## src/rtl/pwm_capture.sv

```systemverilog
// pwm_capture: measures period, high time and R-bit normalised duty of pwm_in; reports stuck inputs after TMO clocks.
// Optional 3-sample glitch filter after the synchroniser: define PWM_CAP_GLITCH_FILTER_EN.
module pwm_capture #(
  parameter int R   = 8,
  parameter int CW  = 32,
  parameter int TMO = 2500000
) (
  input  logic          clk,
  input  logic          rst,
  input  logic          pwm_in,
  output logic [CW-1:0] period,
  output logic [CW-1:0] high_time,
  output logic [R:0]    duty,
  output logic          valid,
  output logic          stalled,
  output logic          ovr
);

  localparam int IW  = $clog2(TMO + 1);
  localparam int DCW = $clog2(R + 2);

  localparam logic [1:0] ST_IDLE  = 2'd0;
  localparam logic [1:0] ST_HIGH  = 2'd1;
  localparam logic [1:0] ST_LOW   = 2'd2;
  localparam logic [1:0] ST_STALL = 2'd3;

  localparam logic [CW-1:0]  CNT_MAX   = {CW{1'b1}};
  localparam logic [IW-1:0]  IDLE_MAX  = IW'(TMO);
  localparam logic [DCW-1:0] DIV_LAST  = DCW'(R);
  localparam logic [R:0]     DUTY_FULL = {1'b1, {R{1'b0}}};

  // One restoring step: returns {quotient bit, new remainder}. The remainder
  // always stays below den, so the low CW bits of the difference are exact.
  function automatic logic [CW:0] div_step(input logic [CW-1:0] rem,
                                           input logic          bit_in,
                                           input logic [CW-1:0] den);
    logic [CW:0] trial;
    trial = {rem, bit_in};
    if (trial >= {1'b0, den}) begin
      div_step = {1'b1, trial[CW-1:0] - den};
    end else begin
      div_step = {1'b0, trial[CW-1:0]};
    end
  endfunction

  logic sync1_q, sync2_q;
  logic level_q, level_d;
  logic rise_q, rise_d, fall_q, fall_d;

`ifdef PWM_CAP_GLITCH_FILTER_EN
  logic hist1_q, hist2_q;

  // Filtered level follows the input only after three equal samples in a row.
  always_comb begin
    if (sync2_q && hist1_q && hist2_q) begin
      level_d = 1'b1;
    end else if (!sync2_q && !hist1_q && !hist2_q) begin
      level_d = 1'b0;
    end else begin
      level_d = level_q;
    end
  end

  // Sample history for the filter.
  always_ff @(posedge clk or negedge rst) begin
    if (!rst) begin
      hist1_q <= 1'b0;
      hist2_q <= 1'b0;
    end else begin
      hist1_q <= sync2_q;
      hist2_q <= hist1_q;
    end
  end
`else
  // Unfiltered: the synchronised sample is the level.
  always_comb begin
    level_d = sync2_q;
  end
`endif

  // Edge strobes derived from the level seen this cycle versus last cycle.
  always_comb begin
    rise_d = level_d & ~level_q;
    fall_d = ~level_d & level_q;
  end

  // Synchroniser, level and edge-strobe registers.
  always_ff @(posedge clk or negedge rst) begin
    if (!rst) begin
      sync1_q <= 1'b0;
      sync2_q <= 1'b0;
      level_q <= 1'b0;
      rise_q  <= 1'b0;
      fall_q  <= 1'b0;
    end else begin
      sync1_q <= pwm_in;
      sync2_q <= sync1_q;
      level_q <= level_d;
      rise_q  <= rise_d;
      fall_q  <= fall_d;
    end
  end

  logic [1:0]    state_q, state_d;
  logic [CW-1:0] cnt_q, cnt_d, hi_cnt_q, hi_cnt_d, cnt_inc_s;
  logic [IW-1:0] idle_q, idle_d;
  logic          stall_hit_s, done_per_s;

  // Measurement FSM: cnt_q equals the clocks elapsed since the last rise.
  always_comb begin
    state_d     = state_q;
    cnt_d       = cnt_q;
    hi_cnt_d    = hi_cnt_q;
    done_per_s  = 1'b0;
    cnt_inc_s   = (cnt_q == CNT_MAX) ? cnt_q : cnt_q + CW'(1);
    stall_hit_s = (state_q != ST_STALL) && !rise_q && (idle_q == IDLE_MAX);
    if (rise_q) begin
      idle_d = IW'(1);
    end else if (idle_q == IDLE_MAX) begin
      idle_d = idle_q;
    end else begin
      idle_d = idle_q + IW'(1);
    end
    if (stall_hit_s) begin
      state_d  = ST_STALL;
      cnt_d    = '0;
      hi_cnt_d = '0;
    end else begin
      case (state_q)
        ST_IDLE, ST_STALL: begin
          if (rise_q) begin
            state_d = ST_HIGH;
            cnt_d   = CW'(1);
          end else begin
            cnt_d    = '0;
            hi_cnt_d = '0;
          end
        end
        ST_HIGH: begin
          cnt_d = cnt_inc_s;
          if (fall_q) begin
            state_d  = ST_LOW;
            hi_cnt_d = cnt_q;
          end else begin
            state_d = ST_HIGH;
          end
        end
        ST_LOW: begin
          if (rise_q) begin
            state_d    = ST_HIGH;
            cnt_d      = CW'(1);
            done_per_s = 1'b1;
          end else begin
            cnt_d = cnt_inc_s;
          end
        end
        default: begin
          state_d = ST_IDLE;
          cnt_d   = '0;
        end
      endcase
    end
  end

  // FSM, counter and idle-timer registers.
  always_ff @(posedge clk or negedge rst) begin
    if (!rst) begin
      state_q  <= ST_IDLE;
      cnt_q    <= '0;
      hi_cnt_q <= '0;
      idle_q   <= '0;
    end else begin
      state_q  <= state_d;
      cnt_q    <= cnt_d;
      hi_cnt_q <= hi_cnt_d;
      idle_q   <= idle_d;
    end
  end

  logic           div_busy_q, div_busy_d, div_hold_q, div_hold_d;
  logic [DCW-1:0] div_cnt_q, div_cnt_d;
  logic [CW-1:0]  div_rem_q, div_rem_d, div_den_q, div_den_d;
  logic [CW-1:0]  div_per_q, div_per_d, div_hi_q, div_hi_d;
  logic [R:0]     div_num_q, div_num_d;
  logic [R-1:0]   div_quo_q, div_quo_d;
  logic [CW:0]    step_s;
  logic [R:0]     quo_next_s;
  logic           start_s, drop_s, div_done_s;

  // Divider: numerator high<<R; its upper part (high>>1) seeds the remainder
  // and the low R+1 bits are shifted in MSB first. The hold cycle after
  // completion keeps the minimum accepted period at R+3 clocks.
  always_comb begin
    div_busy_d = div_busy_q;
    div_hold_d = 1'b0;
    div_cnt_d  = div_cnt_q;
    div_rem_d  = div_rem_q;
    div_den_d  = div_den_q;
    div_num_d  = div_num_q;
    div_quo_d  = div_quo_q;
    div_per_d  = div_per_q;
    div_hi_d   = div_hi_q;
    div_done_s = 1'b0;
    start_s    = done_per_s && !div_busy_q && !div_hold_q;
    drop_s     = done_per_s && (div_busy_q || div_hold_q);
    step_s     = div_step(div_rem_q, div_num_q[R], div_den_q);
    quo_next_s = {div_quo_q, step_s[CW]};
    if (stall_hit_s) begin
      div_busy_d = 1'b0;
    end else if (start_s) begin
      div_busy_d = 1'b1;
      div_cnt_d  = '0;
      div_rem_d  = {1'b0, hi_cnt_q[CW-1:1]};
      div_num_d  = {hi_cnt_q[0], {R{1'b0}}};
      div_den_d  = cnt_q;
      div_quo_d  = '0;
      div_per_d  = cnt_q;
      div_hi_d   = hi_cnt_q;
    end else if (div_busy_q) begin
      div_rem_d = step_s[CW-1:0];
      div_num_d = {div_num_q[R-1:0], 1'b0};
      div_quo_d = quo_next_s[R-1:0];
      div_cnt_d = div_cnt_q + DCW'(1);
      if (div_cnt_q == DIV_LAST) begin
        div_busy_d = 1'b0;
        div_hold_d = 1'b1;
        div_done_s = 1'b1;
      end else begin
        div_busy_d = 1'b1;
      end
    end else begin
      div_busy_d = 1'b0;
    end
  end

  // Divider registers.
  always_ff @(posedge clk or negedge rst) begin
    if (!rst) begin
      div_busy_q <= 1'b0;
      div_hold_q <= 1'b0;
      div_cnt_q  <= '0;
      div_rem_q  <= '0;
      div_den_q  <= '0;
      div_num_q  <= '0;
      div_quo_q  <= '0;
      div_per_q  <= '0;
      div_hi_q   <= '0;
    end else begin
      div_busy_q <= div_busy_d;
      div_hold_q <= div_hold_d;
      div_cnt_q  <= div_cnt_d;
      div_rem_q  <= div_rem_d;
      div_den_q  <= div_den_d;
      div_num_q  <= div_num_d;
      div_quo_q  <= div_quo_d;
      div_per_q  <= div_per_d;
      div_hi_q   <= div_hi_d;
    end
  end

  logic [CW-1:0] period_q, period_d, high_time_q, high_time_d;
  logic [R:0]    duty_q, duty_d;
  logic          valid_q, valid_d, stalled_q, stalled_d, ovr_q, ovr_d;

  // Result selection: a stall report takes priority over a divider result.
  always_comb begin
    period_d    = period_q;
    high_time_d = high_time_q;
    duty_d      = duty_q;
    valid_d     = 1'b0;
    ovr_d       = drop_s;
    if (stall_hit_s) begin
      stalled_d = 1'b1;
    end else if (rise_q) begin
      stalled_d = 1'b0;
    end else begin
      stalled_d = stalled_q;
    end
    if (stall_hit_s) begin
      valid_d  = 1'b1;
      period_d = CW'(TMO);
      if (level_q) begin
        high_time_d = CW'(TMO);
        duty_d      = DUTY_FULL;
      end else begin
        high_time_d = '0;
        duty_d      = '0;
      end
    end else if (div_done_s) begin
      valid_d     = 1'b1;
      period_d    = div_per_q;
      high_time_d = div_hi_q;
      duty_d      = quo_next_s;
    end else begin
      valid_d = 1'b0;
    end
  end

  // Output registers.
  always_ff @(posedge clk or negedge rst) begin
    if (!rst) begin
      period_q    <= '0;
      high_time_q <= '0;
      duty_q      <= '0;
      valid_q     <= 1'b0;
      stalled_q   <= 1'b0;
      ovr_q       <= 1'b0;
    end else begin
      period_q    <= period_d;
      high_time_q <= high_time_d;
      duty_q      <= duty_d;
      valid_q     <= valid_d;
      stalled_q   <= stalled_d;
      ovr_q       <= ovr_d;
    end
  end

  assign period    = period_q;
  assign high_time = high_time_q;
  assign duty      = duty_q;
  assign valid     = valid_q;
  assign stalled   = stalled_q;
  assign ovr       = ovr_q;

endmodule

```

## config.mk

```make
export PLATFORM = sky130hd
export DESIGN_NAME = pwm_capture
export DESIGN_NICKNAME = d
export VERILOG_FILES = /design/src/rtl/pwm_capture.sv
export SDC_FILE = /design/constraint.sdc
export NUM_CORES = 1
export LEC_CHECK = 0
export BUFFER_PORTS_ARGS = -buffer_cell sky130_fd_sc_hd__buf_4
export CORE_AREA = 2 2 161 163
export DETAILED_ROUTE_END_ITERATION = 8
export DIE_AREA = 0 0 163 165
export GPL_ROUTABILITY_DRIVEN = 0
export PLACE_DENSITY = 0.75
export SETUP_SLACK_MARGIN = 0.1
export SYNTH_ARGS = -nofsm -noshare
export SYNTH_HDL_FRONTEND = slang
export SYNTH_SLANG_ARGS = --single-unit
```

## constraint.sdc

```tcl
create_clock -name clk -period 2.5 [get_ports clk]
set_clock_uncertainty 0.05 [all_clocks]
set_input_delay 0 -clock clk [delete_from_list [all_inputs] [get_ports clk]]
set_output_delay 0 -clock clk [all_outputs]
set_load 0.05 [all_outputs]
```

==> metrics.md, run 1 <==
| Metric | Value |
|---|---|
| Outcome | `complete, but fails checks` |
| Failing checks | `setup timing` |
| Avg Cell Area, Syn | `9.03 um^2` |
| Remaining DRCs | `0` |
| Post-synth ARST share | `100%` |
| CP required | `2.85 ns` |
| Largest stage delay, worst path | `0.41 ns` |
| Io pins | `79` |
| Max-slew violation total from the final report | `0` |
| Max H-tree Level | `1` |
| Startpoint Class | `register` |
| Remaining global-route overflow | `0` |
| Post-route setup slack | `-0.217 ns` |
| Largest net degree at the start of global routing | `77` |
| Yosys reg bits | `280` |
| Antenna diodes | `0` |
| CP Max Fanout | `8` |
| Vias in the first global route | `12017` |
| Clk root buf | `clkbuf_16` |
| Setup Viol. Count Final | `68` |
| Initial antenna violation count | `0` |
| Least-Margin Pin Slew | `0.682 ns` |
| Via count | `12741` |
| CTS tree | `built` |
| First-pass GRT wire length | `62.9 mm` |
| Max_cap viols | `0` |
| Cell Area, Placed | `0.0159 mm^2` |
| Yosys warnings | `0` |
| Leakage power | `0.00862 uW` |
| Sequential area share after synthesis | `51.1%` |
| Nets@finish | `1808` |
| Distinct cell type count after synthesis | `64` |
| Worst path slowest cell | `dfrtp_1` |
| Aggregate global-route resource usage | `29.6%` |
| Layout fillers | `1683` |
| Post-Syn Area | `0.0137 mm^2` |
| CP endpoint kind | `register` |
| Layout area overhead | `34.4%` |
| Sink Count | `280` |
| CP cell instances | `inv_1, ha_4, nand2b_1, a21oi_4, o21ai_2, nand4_1, a31oi_2, buf_4, o21ai_4, buf_12, mux2i_2, o21ai_0` |
| CP bufs+invs | `3` |
| Rows | `58` |
| Max Root-Sink Buffers | `3` |
| Reg clk slew, reported paths | `0.06 ns` |
| Starting density of the core | `54.8%` |
| Hpwl dp | `26.5 mm` |
| Die area | `0.0269 mm^2` |
| Syn_nets | `1562` |
| DR WL/cell | `20.9 um` |
| Die width | `163 um` |
| Critical path class | `reg -> reg` |
| PortBufs | `78` |
| CP arrival | `3.06 ns` |
| Final hold violation count | `0` |
| Total negative slack | `-7.79 ns` |
| Worst hold path type | `in -> reg` |
| Post-route ant nets | `0` |
| Clock latency on the worst-skew pair | `0.55 ns` |
| Slew HR | `54.3%` |
| Setup WS pre-CTS | `-0.255 ns` |
| Final Cycle Share | `109%` |
| Crit path max-delay family | `compound AO/OA/AOI/OAI gates` |
| Dpl cells | `2008` |
| Die Ht | `165 um` |
| EDFF count, synth | `0` |
| Final min period | `2.72 ns` |
| Post-route cell area | `0.0184 mm^2` |
| Main synth FF type | `dfrtp_1` |
| Synthesized instance count | `1518` |
| Layout cells sized above 1 | `29.4%` |
| Initial drt markers | `1514` |
| Fin cells | `2113` |
| TritonRoute pass-1 iters | `5` |
| Fmax | `0.368 GHz` |
| P per Cell Area | `1050 mW/mm^2` |
| Core Region | `0.0250 mm^2` |
| Via-per-instance ratio | `6.03` |
| Post-Route WL | `44.1 mm` |
| Cts bufs inserted | `29` |
| RSZ-0062 raised after global routing | `true` |
| VDD IR max | `629 uV` |
-- cell families after synthesis --
logic type	Yosys count	synth area share, %
and+or+nand+nor	655	20.2
AOI/OAI and AO/OA	309	14.2
DFF	280	51.1
buffers and inverters	134	4.20
xor gates and xnor gates	80	5.11
adders and majority gates	41	3.80
muxes	19	1.42
-- synthesized netlist by cell type, types with 8 or more instances --
cell      instances  area share (%)
ha_1             40             3.6
buf_2            10            0.36
a31oi_1          19            0.87
and3_1           11            0.50
o21ai_2          28             1.8
nor3_1           22            0.80
nand4_1          17            0.78
dfrtp_1         280              51
a22oi_1          17            0.93
nor2_1          101             2.8
o22ai_1           8            0.36
nor4_1            8            0.36
o211ai_1         17            0.93
nor2b_1           8            0.36
nand3_1          42             1.5
inv_1            53             1.5
xnor2_1          40             2.6
mux2i_1          15             1.1
a21o_1           10            0.55
o21ai_0          69             2.5
a21oi_1          90             3.3
buf_1            10            0.27
xor2_1           40             2.6
nand2_1         416              11
a211oi_1         11            0.60
clkbuf_1         50             1.4
-- worst reg2reg max path: cells and delay by family (launching register included) --
family | cells | cell delay (ns)
multiplexers | 1 | 0.27
flip-flops | 1 | 0.41
buffers and inverters | 3 | 0.48
AND/OR/NAND/NOR | 2 | 0.29
AO/OA/AOI/OAI | 5 | 0.77
adder cells (fa/ha/maj) | 1 | 0.31
-- metal layers --
layer  global-route usage (%)  routed length [um]  vias up
met5                        0                   0        -
met1                     41.3               17300     6220
met4                     8.77                1890        0
met2                     47.3               20600      761
li1                         -                   -     5618
met3                     5.70                4280      142
-- path summary, 6_finish.rpt --
path | start | end | slack, ns | cells past startpoint
min in group asynchronous | rst | idle_q[13] | 0.48 | 3
hold / removal | pwm_in | sync1_q | 0.07 | 2
setup / recovery | div_per_q[1] | div_rem_q[2] | -0.22 | 12
hold reg to reg | sync1_q | level_d | 0.33 | 0
max in group asynchronous | rst | div_per_q[19] | 1.11 | 4
setup reg to reg | div_per_q[1] | div_rem_q[2] | -0.22 | 12
-- power breakdown --
part	switching, uW	leakage [uW]	internal (uW)
clock network	1790	0.000465	2570
registers	561	0.00381	5010
logic	4960	0.00434	4480
-- through the flow --
| stage | total power [uW] | utilization, % | hold slack, ns |
|---|---|---|---|
| floorplan | 9730 | - | -0.346 |
| global placement | 12100 | 63.7 | -0.0578 |
| detailed placement | 12300 | 63.7 | -0.0574 |
| CTS | 17700 | 70.4 | 0.0599 |
| global route | 20100 | 73.6 | 0.0625 |
| finish | 19400 | 73.6 | 0.0655 |
-- sequential cells by signal (all words and copies together) (netlist names), 2 cells and up --
name       cells
cnt_q         32
div_cnt_q      4
div_hi_q      32
div_per_q     32
div_quo_q      8
div_rem_q     32
duty           9
hi_cnt_q      32
high_time     32
idle_q        22
period        32
state_q        2
-- final cells by class --
| cell class | instances | area (um^2) | area share, % |
|---|---|---|---|
| Timing Repair Buffer | 296 | 2800 | 15.2 |
| Sequential cell | 280 | 7010 | 38.0 |
| Multi-Input combinational cell | 1104 | 7070 | 38.4 |
| Inverter | 53 | 199 | 1.08 |
| Clock buffer | 42 | 825 | 4.47 |
| Tap cell | 330 | 413 | 2.24 |
| Clock inverter | 8 | 115 | 0.625 |
-- layout by cell type, fill, tap and decap left out, types with 10 or more instances in the layout --
master	instances
a22oi_1	13
nand2_4	32
nand2_1	371
nor2_1	96
xnor2_1	39
ha_1	26
inv_1	48
clkbuf_16	35
o211ai_1	17
o21ai_0	53
ha_4	13
buf_12	23
nand3_1	34
buf_6	17
nand2_2	13
nand4_1	17
a21oi_1	78
nor3_1	14
xor2_1	39
buf_4	239
mux2i_1	14
a21o_1	10
and3_1	11
o21ai_2	37
dfrtp_1	278
o21ai_1	11
a31oi_1	16
-- repair_timing --
action / in CTS / in global routing
buffers inserted: 21 / 20
gates cloned: 6 / 7
pin swaps: 27 / 46
hold buffers: 3 / 0
hold endpoints to repair: 281 / 0
setup endpoints to repair: 147 / 150
gates resized for setup: 88 / 121
Power figures use the tool's default switching activity.
==> run 2, diff against run 1 <==
- ABC_AREA: not set -> 1
- CORE_AREA: 2 2 161 163 -> 2 2 167 169
- DIE_AREA: 0 0 163 165 -> 0 0 169 171
- PLACE_DENSITY: 0.75 -> 0.76
==> metrics.md, run 2 <==
| Metric | Value |
|---|---|
| Outcome | `complete, no violations` |
| Count leader, synth | `nand2_1` |
| Nets@finish | `2168` |
| Starting density of the core | `54.8%` |
| Layout cells sized above 1 | `14.8%` |
| CP Max Fanout | `8` |
| Final min period | `2.38 ns` |
| Post-synthesis simple-gate area fraction | `29.2%` |
| Startpoint Class | `register` |
| Reg clk slew, reported paths | `0.06 ns` |
| Initial drt markers | `1528` |
| Max Root-Sink Buffers | `3` |
| Sequential area share after synthesis | `46.8%` |
| Max H-tree Level | `1` |
| EDFF count, synth | `0` |
| Syn_nets | `2046` |
| Remaining DRCs | `0` |
| Leakage power | `0.00895 uW` |
| CP required | `2.93 ns` |
| P per Cell Area | `1110 mW/mm^2` |
| R2R setup slack | `0.12 ns` |
| Setup WS pre-CTS | `-0.0836 ns` |
| Vias in the first global route | `13340` |
| Synth cell count leaders | `604 x nand2_1, 280 x dfrtp_1, 265 x inv_1, 209 x nor2_1, 118 x nand3_1` |
| TritonRoute pass-1 iters | `6` |
| Layout fillers | `2213` |
| Setup Viol. Count Final | `0` |
| Synth Area in Compound Gates | `9.75%` |
| Die area | `0.0289 mm^2` |
| Worst hold path type | `in -> async` |
| Slew HR | `52.9%` |
| Post-route setup slack | `0.116 ns` |
| Post-route ant nets | `0` |
| RSZ-0062 raised after global routing | `true` |
| Fmax | `0.419 GHz` |
| Antenna diodes | `0` |
| Clk root buf | `clkbuf_16` |
| Main synth FF type | `dfrtp_1` |
| Synth area leaders | `dfrtp_1 47%, nand2_1 15%, inv_1 6.6%, nor2_1 5.2%, nand3_1 3.9%` |
| Avg Cell Area, Syn | `7.48 um^2` |
| DR WL/cell | `18.0 um` |
| Synth Area in XOR/XNOR | `1.58%` |
| PortBufs | `78` |
| Core Region | `0.0273 mm^2` |
| First-pass GRT wire length | `69.0 mm` |
| Distinct cell type count after synthesis | `47` |
| Adder-cell share of the synthesized area | `3.48%` |
| Critical path class | `reg -> reg` |
| Final hold violation count | `0` |
| Area leader, netlist | `dfrtp_1` |
| CTS tree | `built` |
| Post-Route WL | `44.9 mm` |
| Aggregate global-route resource usage | `30.1%` |
| Yosys reg bits | `280` |
| Yosys warnings | `0` |
| Beginning of the worst register-to-register path | `div_per_q[2]` |
| Mux contribution to synthesized area | `0%` |
| Via count | `14171` |
| Most frequent cells in the layout | `586 x nand2_1, 280 x dfrtp_1, 257 x inv_1` |
| CP arrival | `2.81 ns` |
| Remaining global-route overflow | `0` |
| Area fraction of the dominant cell type after synthesis | `46.8%` |
| Least-Margin Pin Slew | `0.707 ns` |
| Post-synth ARST share | `100%` |
| Hpwl dp | `31.3 mm` |
| Io pins | `79` |
| Final core occ | `65.8%` |
| Fin Hold WS | `0.00135 ns` |
| Clock latency on the worst-skew pair | `0.55 ns` |
| Via-per-instance ratio | `5.69` |
| Synthesized instance count | `2002` |
| Worst setup endpoint | `div_rem_q[28]` |
| R2R depth | `13` |
| CP Launch Point | `div_per_q[2]` |
| Final Cycle Share | `95.4%` |
| CP endpoint kind | `register` |
| VDD IR max | `552 uV` |
| Worst R2R End | `div_rem_q[28]` |
| Rows | `61` |
| Most common cell after layout, fill and taps aside | `nand2_1` |
| Die Ht | `171 um` |
| Post-Syn Area | `0.0150 mm^2` |
| Layout area overhead | `20.1%` |
| Max_cap viols | `0` |
| Largest family of logic cells by synthesized area | `simple AND/OR/NAND/NOR gates` |
| Die width | `169 um` |
| Max-slew violation total from the final report | `0` |
| Largest net degree at the start of global routing | `95` |
| Initial antenna violation count | `0` |
| Sink Count | `280` |
| Total power | `19900 uW` |
| Cts bufs inserted | `30` |
## run 2: cell count changes after synthesis, sizes merged, moves of 27 or more
| cell | change |
|---|---|
| nand3 | +78 |
| nor2 | +110 |
| xnor2 | -39 |
| o21ai | +51 |
| nor3 | +27 |
| nand2 | +192 |
| inv | +218 |
## run 2: worst min path at each step
| stage | from | end | cells past startpoint |
|---|---|---|---|
| 4_1_cts | rst | level_d | 2 |
| 5_1_grt | rst | idle_q[6] | 2 |
| 2_1_floorplan | rst | cnt_q[0] | 0 |
| 3_5_place_dp | rst | idle_q[18] | 1 |
| 6_report | rst | idle_q[6] | 2 |
| 3_3_place_gp | rst | idle_q[18] | 1 |
## run 2: routing by layer
layer  up-vias  global-route usage [%]  share of wire (%)
met1      6757                    41.1                 41
met5         -                       0                  0
met2       703                    49.3                 47
met3       130                    4.26                7.8
li1       6581                       -                  -
met4         0                    11.3                4.3
## run 2: cells by family after synthesis
kind of cell | count (synthesis)
AO/OA/AOI/OAI | 274
XOR/XNOR | 27
adder cells (fa/ha/maj) | 41
buffers and inverters | 338
flip-flops | 280
AND/OR/NAND/NOR | 1042
## run 2: cell type report
class                           instances  area (um^2)  area share (%)
Multi-Input combinational cell       1387         7180            39.9
Sequential cell                       280         7010            39.0
Timing Repair Buffer                  154         1330            7.37
Inverter                              271         1020            5.69
Clock buffer                           39          856            4.76
Tap cell                              346          433            2.41
Clock inverter                         14          159           0.883
## run 2: what timing repair did
action / 4_1_cts / 5_1_grt
setup buffers: 2 / 10
endpoints found under the setup margin: 39 / 98
pin swaps: 1 / 15
resized for setup: 20 / 93
endpoints found under the hold margin: 262 / 0
cloned: 2 / 1
hold buffers: 2 / 0
## run 2: critical path, cell delays in order, from the launching register on
cell	delay (ns)
dfrtp_1	0.34
inv_1	0.10
ha_4	0.33
nand2_2	0.11
nor2_2	0.15
nand3_1	0.10
nand3_2	0.16
nand2_2	0.11
nand2_2	0.15
nand2_8	0.11
buf_8	0.17
nand3b_1	0.11
nand3_2	0.13
a21oi_2	0.18
## run 2: metrics by stage
| stage | TNS, ns | cell area [um^2] | std cells |
|---|---|---|---|
| after global placement | -0.247 | 16200 | 2421 |
| after detailed placement | -0.697 | 16200 | 2421 |
| after floorplan | 0 | 15000 | 2002 |
| final | 0 | 18000 | 2491 |
| after CTS | 0 | 17400 | 2480 |
| after global routing | -0.00914 | 18000 | 2491 |
## run 2: power breakdown
group | switching [uW] | internal [uW]
combinational | 6100 | 3330
sequential | 647 | 5310
clock | 1810 | 2710
==> run 3, diff against run 2 <==
- CORE_AREA: 2 2 167 169 -> 2 2 142 199
- DIE_AREA: 0 0 169 171 -> 0 0 144 201
==> metrics.md, run 3 (synthesis gave the netlist of run 2 again) <==
| Metric | Value |
|---|---|
| Outcome | `complete, no violations` |
| Fin Hold WS | `0.00705 ns` |
| DR WL/cell | `17.8 um` |
| RSZ-0062 raised after global routing | `true` |
| Io pins | `79` |
| Clock power frac | `21.4%` |
| Dpl cells | `2444` |
| CP required | `2.92 ns` |
| Clock latency on the worst-skew pair | `0.57 ns` |
| Comb pwr share | `48.0%` |
| Aggregate global-route resource usage | `30.1%` |
| Max_cap viols | `0` |
| Initial antenna violation count | `0` |
| Largest net degree at the start of global routing | `89` |
| Reg clk slew, reported paths | `0.06 ns` |
| Layout cells sized above 1 | `16.2%` |
| Worst hold path type | `in -> async` |
| CP Max Fanout | `8` |
| Max-slew violation total from the final report | `0` |
| Seq. cell area | `0.00701 mm^2` |
| P per Cell Area | `1080 mW/mm^2` |
| Post-route setup slack | `0.0946 ns` |
| Final min period | `2.41 ns` |
| First-pass GRT wire length | `68.9 mm` |
| Layout fillers | `2220` |
| Die Ht | `201 um` |
| Total power | `19500 uW` |
| Starting density of the core | `54.9%` |
| Via-per-instance ratio | `5.58` |
| Remaining DRCs | `0` |
| Total negative slack | `0 ns` |
| Rows | `72` |
| Fmax | `0.416 GHz` |
| Hpwl dp | `31.6 mm` |
| Least-Margin Pin Slew | `0.714 ns` |
| Most common cell after layout, fill and taps aside | `nand2_1` |
| Initial drt markers | `1352` |
| Vias in the first global route | `13502` |
| Fin cells | `2521` |
| Leakage power | `0.00895 uW` |
| Cts bufs inserted | `28` |
| Multi-input logic area | `0.00721 mm^2` |
| Remaining global-route overflow | `0` |
| Final Cycle Share | `96.2%` |
| Slew HR | `52.4%` |
| Die width | `144 um` |
| Sw Ratio | `43.5%` |
| Die area | `0.0289 mm^2` |
| PortBufs | `78` |
| CP endpoint kind | `register` |
| Post-Route WL | `44.8 mm` |
| Most frequent cells in the layout | `575 x nand2_1, 274 x dfrtp_1, 244 x inv_1` |
| Sequential Power Share | `30.6%` |
| VDD IR max | `689 uV` |
| Antenna diodes | `0` |
| Via count | `14071` |
| TritonRoute pass-1 iters | `5` |
| Post-route ant nets | `0` |
| Setup Viol. Count Final | `0` |
| Core Region | `0.0273 mm^2` |
| Startpoint Class | `register` |
| CP arrival | `2.83 ns` |
| Int Pwr | `11000 uW` |
| Clk root buf | `clkbuf_16` |
| Final hold violation count | `0` |
| Nets@finish | `2177` |
| Layout area overhead | `20.1%` |
| Critical path class | `reg -> reg` |
| CTS tree | `built` |
| Max H-tree Level | `1` |
| Max Root-Sink Buffers | `3` |
| Psw | `8480 uW` |
| Setup WS pre-CTS | `-0.140 ns` |
| Sink Count | `280` |
-- run 3: cell count changes in the layout (fill, tap and decap cells not counted), moves of 4 or more --
cell	previous run	this run
inv_1	257	244
dfrtp_2	0	6
nand2_2	18	26
inv_2	12	25
nand2_4	3	8
buf_4	134	145
nand2_1	586	575
a21oi_2	5	1
dfrtp_1	280	274
-- run 3: area by class of cell --
type / count / area share, %
clock inverters: 7 / 0.431
repair inverters: 1 / 0.0417
well taps: 370 / 2.57
multi-input cells: 1389 / 40.1
repair buffers: 162 / 7.61
clock buffers: 41 / 4.56
inverters: 271 / 5.69
flip-flops and latches: 280 / 39.0
-- run 3: power by group through the flow --
stage	registers [uW]	clock network, uW	logic, uW
2_1_floorplan	6420	0	5150
3_3_place_gp	5890	0	7840
5_1_grt	6030	4380	10200
3_5_place_dp	5920	0	8000
4_1_cts	5860	4200	8160
6_report	5960	4180	9370
-- run 3: what timing repair did --
item                                    in CTS  in global routing
gates cloned                                 2                  4
endpoints found under the setup margin      35                114
setup buffers                                0                 21
gates resized for setup                     11                126
endpoints found under the hold margin      260                  0
hold buffers                                 2                  0
pin swaps                                    1                 20
-- run 3: worst paths after layout --
| check | from | end | slack [ns] | cells after the start |
|---|---|---|---|---|
| min | rst | high_time[5] | 0.007 | 2 |
| min in group clk | pwm_in | sync1_q | 0.04 | 2 |
| max | div_per_q[28] | div_rem_q[26] | 0.09 | 13 |
| max reg2reg | div_per_q[28] | div_rem_q[26] | 0.09 | 13 |
| min reg2reg | sync1_q | level_d | 0.30 | 0 |
| max in group asynchronous | rst | div_rem_q[25] | 1.59 | 3 |
-- run 3: through the flow --
stage | utilization, % | area [um^2]
finish | 65.9 | 18000
global route | 65.9 | 18000
CTS | 63.2 | 17200
detailed placement | 59.6 | 16300
global placement | 59.6 | 16300
floorplan | - | 15000
-- run 3: routing by layer --
| metal | wire length (um) | GRT usage, % | share of wire, % | up-vias |
|---|---|---|---|---|
| met5 | 0 | 0 | 0 | - |
| met4 | 2860 | 14.7 | 6.4 | 0 |
| met3 | 2720 | 3.51 | 6.1 | 179 |
| met2 | 22300 | 51.3 | 50 | 601 |
| met1 | 16900 | 37.6 | 38 | 6670 |
| li1 | - | - | - | 6621 |
-- run 3: critical path, stage by stage, from the launching register on --
cell and delay [ns]:
dfrtp_1 0.40, inv_2 0.10, ha_4 0.23, nand2_4 0.08, inv_1 0.04, nand2_1 0.07, nand2_2 0.06, a21oi_2 0.20
nand2_2 0.11, a21oi_4 0.39, nand2_4 0.23, nand2_2 0.14, nand3_1 0.07, a21oi_1 0.14
